File: src/rtl/sfp_pkg.sv
// Shared defaults and FSM state type for the SFP accumulator slice.
// Latency: n/a (declarations only).
// Backpressure: n/a.
package sfp_pkg;

  localparam int SFP_COL     = 8;   // output columns (lanes)
  localparam int SFP_PSUM_BW = 16;  // signed partial-sum width per lane
  localparam int SFP_ACC_BW  = 22;  // psum_bw + 6: holds 63 full-scale rows without wrap
  localparam int SFP_CNT_BW  = 6;   // job length counter, K = 1..63

  typedef enum logic [1:0] {
    ST_IDLE = 2'd0,
    ST_ACC  = 2'd1,
    ST_OUT  = 2'd2
  } sfp_state_t;

endpackage

File: src/rtl/sfp_lane.sv
// One column: accumulates sign-extended partial sums, saturates to psum_bw, optional ReLU.
// Latency: result register loads on the edge of the final add (visible the next cycle).
// Backpressure: none internally; the parent holds i_add low and r_out stable while stalled.
//
// Ports:
//   clk, reset      clock, async active-low reset
//   i_clear         zero the accumulator (job start)
//   i_add           add i_psum into the accumulator this edge
//   i_last          this add is the final one of the job: capture the result
//   i_relu          latched ReLU enable for the current job
//   i_psum          signed partial sum for this column
//   o_out           registered saturated (and optionally rectified) result
module sfp_lane #(
  parameter int psum_bw = 16,
  parameter int acc_bw  = 22
) (
  input  logic               clk,
  input  logic               reset,
  input  logic               i_clear,
  input  logic               i_add,
  input  logic               i_last,
  input  logic               i_relu,
  input  logic [psum_bw-1:0] i_psum,
  output logic [psum_bw-1:0] o_out
);

  // Saturation bounds expressed at accumulator width so the compare is a plain signed compare.
  localparam logic signed [acc_bw-1:0] SAT_MAX =
    {{(acc_bw-psum_bw+1){1'b0}}, {(psum_bw-1){1'b1}}};
  localparam logic signed [acc_bw-1:0] SAT_MIN =
    {{(acc_bw-psum_bw+1){1'b1}}, {(psum_bw-1){1'b0}}};

  logic signed [acc_bw-1:0] r_acc;
  logic        [psum_bw-1:0] r_out;
  logic signed [acc_bw-1:0] w_sext;
  logic signed [acc_bw-1:0] w_sum;
  logic        [psum_bw-1:0] w_sat;
  logic        [psum_bw-1:0] w_res;

  assign w_sext = {{(acc_bw-psum_bw){i_psum[psum_bw-1]}}, i_psum};
  assign w_sum  = r_acc + w_sext;

  // The result is taken from the sum that includes the final row, so out_valid
  // can follow the last read by exactly one cycle.
  always_comb begin
    w_sat = w_sum[psum_bw-1:0];
    if (w_sum > SAT_MAX) begin
      w_sat = SAT_MAX[psum_bw-1:0];
    end else if (w_sum < SAT_MIN) begin
      w_sat = SAT_MIN[psum_bw-1:0];
    end
  end

  assign w_res = (i_relu && w_sat[psum_bw-1]) ? '0 : w_sat;

  always_ff @(posedge clk or negedge reset) begin
    if (!reset) begin
      r_acc <= '0;
      r_out <= '0;
    end else begin
      if (i_clear) begin
        r_acc <= '0;
      end else if (i_add) begin
        r_acc <= w_sum;
      end
      if (i_add && i_last) begin
        r_out <= w_res;
      end
    end
  end

  assign o_out = r_out;

endmodule

File: src/rtl/sfp_acc.sv
// Accumulates K rows from the output FIFO per column, then presents one saturated/ReLU row.
// Latency: out_valid rises one cycle after the K-th FIFO read.
// Backpressure: reads stall while ofifo_valid=0; result held until out_ready handshake.
//
// Ports:
//   clk, reset                 clock, async active-low reset
//   start, num_acc, relu_en    job request (sampled in IDLE only); num_acc=0 means 1
//   ofifo_valid, ofifo_out     FWFT output-FIFO row, column 0 in the low bits
//   ofifo_rd                   pop one row (combinational, ACC state only)
//   out, out_valid, out_ready  registered result row with valid/ready handshake
//   busy                       high whenever a job is in progress
module sfp_acc
  import sfp_pkg::*;
#(
  parameter int col     = SFP_COL,
  parameter int psum_bw = SFP_PSUM_BW,
  parameter int acc_bw  = SFP_ACC_BW
) (
  input  logic                   clk,
  input  logic                   reset,
  input  logic                   start,
  input  logic [5:0]             num_acc,
  input  logic                   relu_en,
  input  logic                   ofifo_valid,
  input  logic [col*psum_bw-1:0] ofifo_out,
  output logic                   ofifo_rd,
  output logic [col*psum_bw-1:0] out,
  output logic                   out_valid,
  input  logic                   out_ready,
  output logic                   busy
);

  sfp_state_t            r_state;
  sfp_state_t            w_state_nxt;
  logic [SFP_CNT_BW-1:0] r_count;
  logic [SFP_CNT_BW-1:0] r_k;
  logic                  r_relu;
  logic                  w_clear;
  logic                  w_last;

  always_comb begin
    w_state_nxt = r_state;
    ofifo_rd    = 1'b0;
    out_valid   = 1'b0;
    busy        = 1'b1;
    w_clear     = 1'b0;
    w_last      = 1'b0;
    unique case (r_state)
      ST_IDLE: begin
        busy = 1'b0;
        if (start) begin
          w_clear     = 1'b1;
          w_state_nxt = ST_ACC;
        end
      end
      ST_ACC: begin
        ofifo_rd = ofifo_valid;
        // r_count holds reads already done, so the K-th read sees K-1 here.
        if (ofifo_valid && (r_count == r_k - 6'd1)) begin
          w_last      = 1'b1;
          w_state_nxt = ST_OUT;
        end
      end
      ST_OUT: begin
        out_valid = 1'b1;
        if (out_ready) begin
          w_state_nxt = ST_IDLE;
        end
      end
      default: begin
        w_state_nxt = ST_IDLE;
      end
    endcase
  end

  always_ff @(posedge clk or negedge reset) begin
    if (!reset) begin
      r_state <= ST_IDLE;
      r_count <= '0;
      r_k     <= 6'd1;
      r_relu  <= 1'b0;
    end else begin
      r_state <= w_state_nxt;
      if (w_clear) begin
        r_count <= '0;
        r_k     <= (num_acc == 6'd0) ? 6'd1 : num_acc;
        r_relu  <= relu_en;
      end else if (ofifo_rd) begin
        r_count <= r_count + 6'd1;
      end
    end
  end

  for (genvar gi = 0; gi < col; gi++) begin : g_lane
    sfp_lane #(
      .psum_bw (psum_bw),
      .acc_bw  (acc_bw)
    ) u_lane (
      .clk     (clk),
      .reset   (reset),
      .i_clear (w_clear),
      .i_add   (ofifo_rd),
      .i_last  (w_last),
      .i_relu  (r_relu),
      .i_psum  (ofifo_out[gi*psum_bw +: psum_bw]),
      .o_out   (out[gi*psum_bw +: psum_bw])
    );
  end

endmodule

File: config.mk
export PLATFORM = sky130hd
export DESIGN_NAME = sfp_acc
export DESIGN_NICKNAME = d
export VERILOG_FILES = /design/src/rtl/sfp_pkg.sv /design/src/rtl/sfp_lane.sv /design/src/rtl/sfp_acc.sv
export SDC_FILE = /design/constraint.sdc
export NUM_CORES = 1
export LEC_CHECK = 0
export ABC_CLOCK_PERIOD_IN_PS = 8080
export CELL_PAD_IN_SITES_DETAIL_PLACEMENT = 2
export CELL_PAD_IN_SITES_GLOBAL_PLACEMENT = 2
export CORE_ASPECT_RATIO = 1.1
export CORE_MARGIN = 1
export CORE_UTILIZATION = 37
export CTS_CLUSTER_SIZE = 10
export DETAILED_ROUTE_END_ITERATION = 10
export PLACE_DENSITY = 0.91
export SYNTH_ARGS = -nofsm -noshare
export SYNTH_HDL_FRONTEND = slang
export SYNTH_SLANG_ARGS = --single-unit
File: constraint.sdc
create_clock -name clk -period 8.08 [get_ports clk]
set_input_delay 2.02 -clock clk [delete_from_list [all_inputs] [get_ports clk]]
set_output_delay 2.02 -clock clk [all_outputs]
set_load 0.005 [all_outputs]
==> flow_metrics.tcl, run 1 <==
set metrics [dict create \
    status "finished, final reports clean" \
    synth_cell_type_count 78 \
    area_delta_synth_final_pct 23.0 \
    final-hold-violation-count 0 \
    skew_ns 0.0126 \
    period_minus_slack_ns 6.22 \
    synth_warnings 0 \
    syn_area_per_cell_sq_um 8.95 \
    die_w_microns 227 \
    cts_setup_buffers 0 \
    synth_top_area_frac 0.386 \
    drtAntennaViolNets 0 \
    cp.arrival_ns 6.57 \
    synthTopCellsByArea "dfrtp_1 39%, ha_1 10%, o21ai_0 5.8%, nand2_1 5.4%, a22o_1 4.6%" \
    drtIter0Drc 783 \
    ios 271 \
    worst_setup_path_end_kind "flop" \
    tightest_slew_ns 1.32 \
    ys_ff_latch 319 \
    rsz0062_at_grt "false" \
    rows 90 \
    start_util 0.375 \
    synth.most_common_cell "dfrtp_1" \
    seq_area_frac_synth 0.387 \
    syn_nets 2621 \
    cts_buffers 41 \
    die_h_microns 250 \
    root_buffer "clkbuf_16" \
    fmax_mhz 161 \
    crit_required_ns 8.43 \
    power.leakage_uw 0.0113 \
    gr-total-overflow 0 \
    dpl.cell_count 3239 \
    tns_ns 0 \
    port_buffers 270 \
    grt_pass1_vias 22500 \
    vias 19400 \
    cts_tree "done" \
    grt_pass1_wl_mm 127 \
    path_class "in -> reg" \
    dp_hpwl_mm 56.8 \
    first_pass_iters 4 \
    synth_ff_type "dfrtp_1" \
    track_usage 0.283 \
    drc_errors 0 \
    synth_area_sq_mm 0.0206 \
    worstSetupStartpointType "primary input" \
    hp-class "reg -> reg" \
    finalMaxSlewViolations 0 \
    cp_max_fo 15 \
    post-route-period-util 0.770 \
    synth_top_area_cell "dfrtp_1" \
    core_sq_mm 0.0550 \
    final_nets 2864 \
    place_congestion 0.865 \
    drt_wl_total_mm 80.2 \
    maxCapViolCount 0 \
    ir_drop_mv 0.181 \
    clock_sinks 319 \
    fp.dieArea_sq_mm 0.0566 \
    wl_per_cell_microns 24.2 \
    r2r-start "g_lane[1].u_lane.r_acc[1]" \
    powerDensity_mw_per_mm2 446 \
    clockBufferDepth 3 \
    yosys-top-cells-count "318 x dfrtp_1, 299 x nand2_1, 240 x o21ai_0, 183 x nor2_1, 170 x ha_1" \
    drive_gt1_frac 0.0397 \
    h-tree-depth 2 \
    hold_buffers 0 \
    clk_latency_ns 0.57 \
    async_flop_share 1.00 \
    post_cts_resized 0 \
    min_from "g_lane[0].u_lane.r_acc[14]" \
    cp-startpoint "ofifo_out[17]" \
    instances_no_fill 3311 \
    cts.reportedPaths.clkPinSlew_ns 0.06 \
    syn_inst 2303 \
    grt_antenna_before_repair 9 \
    setup_viol 0 \
    via_per_inst 5.86 \
    synth-edff-count 0 \
    grt_start_max_net_pins 148 \
    slew_headroom 0.118 \
]
[power by group]
group	leakage (uW)	total [uW]	switching [uW]	internal, uW
Sequential	0.00408	2820	503	2310
Combinational	0.00658	6700	3980	2720
Clock	0.000616	1800	734	1060
Total	0.0113	11300	5220	6090
[layout by cell type, fill, tap and decap left out, types with 6 or more instances in the layout]
master / count
and3_1: 17
diode_2: 7
o31a_1: 8
dfrtp_1: 318
ha_1: 170
nor4_1: 13
a211oi_1: 25
clkbuf_1: 11
o21bai_1: 19
and2_1: 15
buf_4: 15
mux2_2: 8
clkdlybuf4s50_1: 269
a21boi_0: 6
nor2_1: 181
nor3_1: 24
o211ai_1: 27
nor2b_1: 29
o2111ai_1: 7
a311oi_1: 6
clkbuf_16: 43
a31oi_1: 23
fa_1: 8
nand4_1: 17
nand2b_1: 21
inv_1: 67
xor2_1: 65
a21oi_1: 160
xnor2_1: 91
o31ai_1: 8
a22o_1: 108
a41oi_1: 6
a21o_1: 52
or3_1: 11
o21ai_0: 240
o21a_1: 24
o21ai_1: 12
nand3_1: 38
nand2_1: 298
[metrics by stage]
step	utilization	setup slack, ns	hold WS (ns)	cell area (sq um)	power, uW
global route	0.461	1.51	0.519	25300	12100
CTS	0.461	1.96	0.491	25300	11300
detailed placement	0.438	1.35	0.479	24100	9340
floorplan	-	3.14	0.454	20600	7010
finish	0.461	1.86	0.487	25300	11300
global placement	0.438	1.85	0.464	24100	8730
[flip-flops by register name, indices dropped and copies added (netlist names)]
signal and cells:
g_lane.u_lane.o_out 128, r_relu 1, r_state 2, r_k 6, g_lane.u_lane.r_acc 176, r_count 6
[critical path: stages]
cell and delay [ns]:
clkdlybuf4s50_1 0.45, ha_1 0.33, a211oi_1 0.40, nor2_1 0.22
a2111oi_2 0.59, o31ai_1 0.25, a221o_1 0.37, a21oi_1 0.18
xor2_1 0.29, nor4_1 0.11, a41oi_1 0.98, o21ai_0 0.38
[cells by family after synthesis]
family                     share of synthesized area
AOI/OAI and AO/OA                              0.246
xor gates and xnor gates                      0.0663
adders and majority gates                      0.111
buffers and inverters                         0.0290
DFF                                            0.387
muxes                                        0.00534
and+or+nand+nor                                0.155
[metal layers]
metal,vias to the layer above,GRT usage,part of all wire
met5,-,0,0.00034
li1,8836,-,-
met3,166,0.0427,0.041
met1,9977,0.320,0.40
met4,4,0.120,0.036
met2,409,0.519,0.53
[path summary, 6_finish.rpt]
check	endpoint	slack, ns	cells past startpoint
max	g_lane[1].u_lane.o_out[0]	1.86	12
min	g_lane[0].u_lane.r_acc[14]	0.49	2
max reg2reg	g_lane[1].u_lane.o_out[0]	3.38	11
min reg2reg	g_lane[0].u_lane.r_acc[14]	0.49	2
max in group asynchronous	g_lane[7].u_lane.r_acc[20]	5.00	2
min in group asynchronous	g_lane[2].u_lane.r_acc[8]	1.48	1
[cell type report]
cell class | instances | area [sq um]
Clock inverter | 7 | 91.3
Clock buffer | 58 | 1170
Sequential cell | 319 | 7980
Tap cell | 736 | 921
Inverter | 68 | 258
Fill cell | 5980 | 29600
Multi-Input combinational cell | 1830 | 12100
Antenna cell | 7 | 17.5
Timing Repair Buffer | 286 | 2840
Note: power is estimated with default switching activity, not from simulation.
==> run 2, diff against run 1 <==
--- a/config.mk
+++ b/config.mk
@@ -5,15 +5,15 @@
 export SDC_FILE = /design/constraint.sdc
 export NUM_CORES = 1
 export LEC_CHECK = 0
-export ABC_CLOCK_PERIOD_IN_PS = 8080
+export ABC_CLOCK_PERIOD_IN_PS = 5710
 export CELL_PAD_IN_SITES_DETAIL_PLACEMENT = 2
 export CELL_PAD_IN_SITES_GLOBAL_PLACEMENT = 2
 export CORE_ASPECT_RATIO = 1.1
 export CORE_MARGIN = 1
-export CORE_UTILIZATION = 37
+export CORE_UTILIZATION = 31
 export CTS_CLUSTER_SIZE = 10
 export DETAILED_ROUTE_END_ITERATION = 10
-export PLACE_DENSITY = 0.91
+export PLACE_DENSITY = 0.82
 export SYNTH_ARGS = -nofsm -noshare
 export SYNTH_HDL_FRONTEND = slang
 export SYNTH_SLANG_ARGS = --single-unit
==> constraint.sdc (replaced) <==
create_clock -name clk -period 5.71 [get_ports clk]
set_input_delay 1.4275 -clock clk [delete_from_list [all_inputs] [get_ports clk]]
set_output_delay 1.4275 -clock clk [all_outputs]
set_load 0.005 [all_outputs]
==> flow_metrics.tcl, run 2 (synthesis results as in run 1) <==
set metrics [dict create \
    slew_headroom 0.219 \
    root_buffer "clkbuf_16" \
    path_class "in -> reg" \
    finalMaxSlewViolations 0 \
    gr-total-overflow 0 \
    fmax_mhz 209 \
    grt_antenna_before_repair 8 \
    period_minus_slack_ns 4.79 \
    grt_start_max_net_pins 103 \
    grt_pass1_wl_mm 123 \
    grt_pass1_vias 22100 \
    drive_gt1_frac 0.0456 \
    worstSetupStartpointType "primary input" \
    clockBufferDepth 3 \
    h-tree-depth 2 \
    powerDensity_mw_per_mm2 617 \
    die_h_microns 272 \
    area_delta_synth_final_pct 24.4 \
    drtIter0Drc 653 \
    power.leakage_uw 0.0114 \
    hold_buffers 0 \
    track_usage 0.228 \
    layout_common_cells "318 x dfrtp_1, 298 x nand2_1, 269 x clkdlybuf4s50_1, 240 x o21ai_0, 180 x nor2_1" \
    post_cts_resized 0 \
    drtAntennaViolNets 0 \
    largest_reg_flops 176 \
    cts_tree "done" \
    hold_ws_ns 0.487 \
    critPathMostFrequentCell "o31a_1" \
    layout_commonest_cell "dfrtp_1" \
    die_w_microns 248 \
    tns_ns 0 \
    via_per_inst 5.55 \
    dp_hpwl_mm 55.7 \
    instances_no_fill 3440 \
    post-route-period-util 0.838 \
    final-hold-violation-count 0 \
    pre_cts_ws_ns 0.342 \
    setup_viol 0 \
    drc_errors 0 \
    cp_slowest_cell "a41oi_2" \
    wl_per_cell_microns 22.3 \
    clock_sinks 319 \
    status "finished, final reports clean" \
    cts_setup_buffers 0 \
    cp_max_fo 15 \
    core_sq_mm 0.0654 \
    start_util 0.315 \
    cp_slowest_stage_delay_ns 0.77 \
    cts_buffers 41 \
    clk_latency_ns 0.57 \
    final_nets 2877 \
    first_pass_iters 4 \
    rows 98 \
    crit_chain "clkdlybuf4s50_1 > ha_1 > inv_1 > fa_1 > nor2b_1 > o31a_1 > o31a_1 > nor4_2 > o31a_1 > o21ai_0 > xnor2_1 > a41oi_2 > nor2_1 > o21ai_0" \
    rsz0062_at_grt "false" \
    dpl.cell_count 3366 \
    place_congestion 0.886 \
    tightest_slew_ns 1.17 \
    top_register "g_lane.u_lane.r_acc" \
    cts.reportedPaths.clkPinSlew_ns 0.06 \
    hp-class "reg -> reg" \
    maxCapViolCount 0 \
    crit_required_ns 6.17 \
    fp.dieArea_sq_mm 0.0675 \
    worst_setup_path_end_kind "flop" \
    ios 271 \
    ir_drop_mv 0.248 \
    cp.arrival_ns 5.25 \
    port_buffers 270 \
    skew_ns 0.0220 \
    worst_slack_ns 0.923 \
    vias 19100 \
    drt_wl_total_mm 76.7 \
]
[run 2: cell count changes in the layout (fill, tap and decap cells not counted), sizes merged]
cell	change
clkinvlp	-1
clkbuf	+8
buf	+13
bufinv	-1
diode	-2
clkinv	-2
[run 2: final timing paths]
check | from | endpoint | slack, ns | cells past startpoint
worst min register to register | g_lane[6].u_lane.o_out[2] | g_lane[6].u_lane.o_out[2] | 0.49 | 2
max in group asynchronous | reset | g_lane[3].u_lane.r_acc[11] | 3.68 | 2
min in group asynchronous | reset | g_lane[2].u_lane.r_acc[11] | 0.95 | 1
worst max-delay path | ofifo_out[64] | g_lane[4].u_lane.o_out[5] | 0.92 | 14
worst max register to register | g_lane[3].u_lane.r_acc[4] | g_lane[3].u_lane.o_out[6] | 1.87 | 10
worst min-delay path | g_lane[6].u_lane.o_out[2] | g_lane[6].u_lane.o_out[2] | 0.49 | 2
[run 2: stage by stage]
step,util,cell area [sq um],power [uW]
final,0.392,25600,15800
after detailed placement,0.372,24300,13200
after global routing,0.392,25600,17100
after global placement,0.372,24300,12500
after floorplan,-,20600,9930
after CTS,0.392,25600,16000
[run 2: layer usage]
layer,vias to the layer above,part of all wire,GRT usage
met3,117,0.037,0.0318
met4,6,0.026,0.0754
met2,308,0.52,0.419
met1,9809,0.41,0.268
met5,-,0.00048,0
li1,8855,-,-
[run 2: worst max-delay path: cells and delay by family]
kind	cells	cell delay, ns
compound gates	6	1.98
fa+ha+maj	2	0.63
buf+inv	2	0.66
simple gates	3	0.38
xor+xnor	1	0.16
[run 2: where the power goes]
group | internal, uW | leakage, uW | switching, uW
clock | 1560 | 0.000646 | 1070
sequential | 3270 | 0.00408 | 670
combinational | 3870 | 0.00665 | 5390
total | 8700 | 0.0114 | 7120
[run 2: cell type report]
| cell class | count | area (sq um) |
|---|---|---|
| fillers | 7150 | 39700 |
| multi-input cells | 1830 | 12100 |
| flip-flops and latches | 319 | 7980 |
| inverters | 68 | 258 |
| clock inverters | 3 | 43.8 |
| clock buffers | 66 | 1270 |
| repair buffers | 299 | 2950 |
| well taps | 850 | 1060 |
| diodes | 5 | 12.5 |
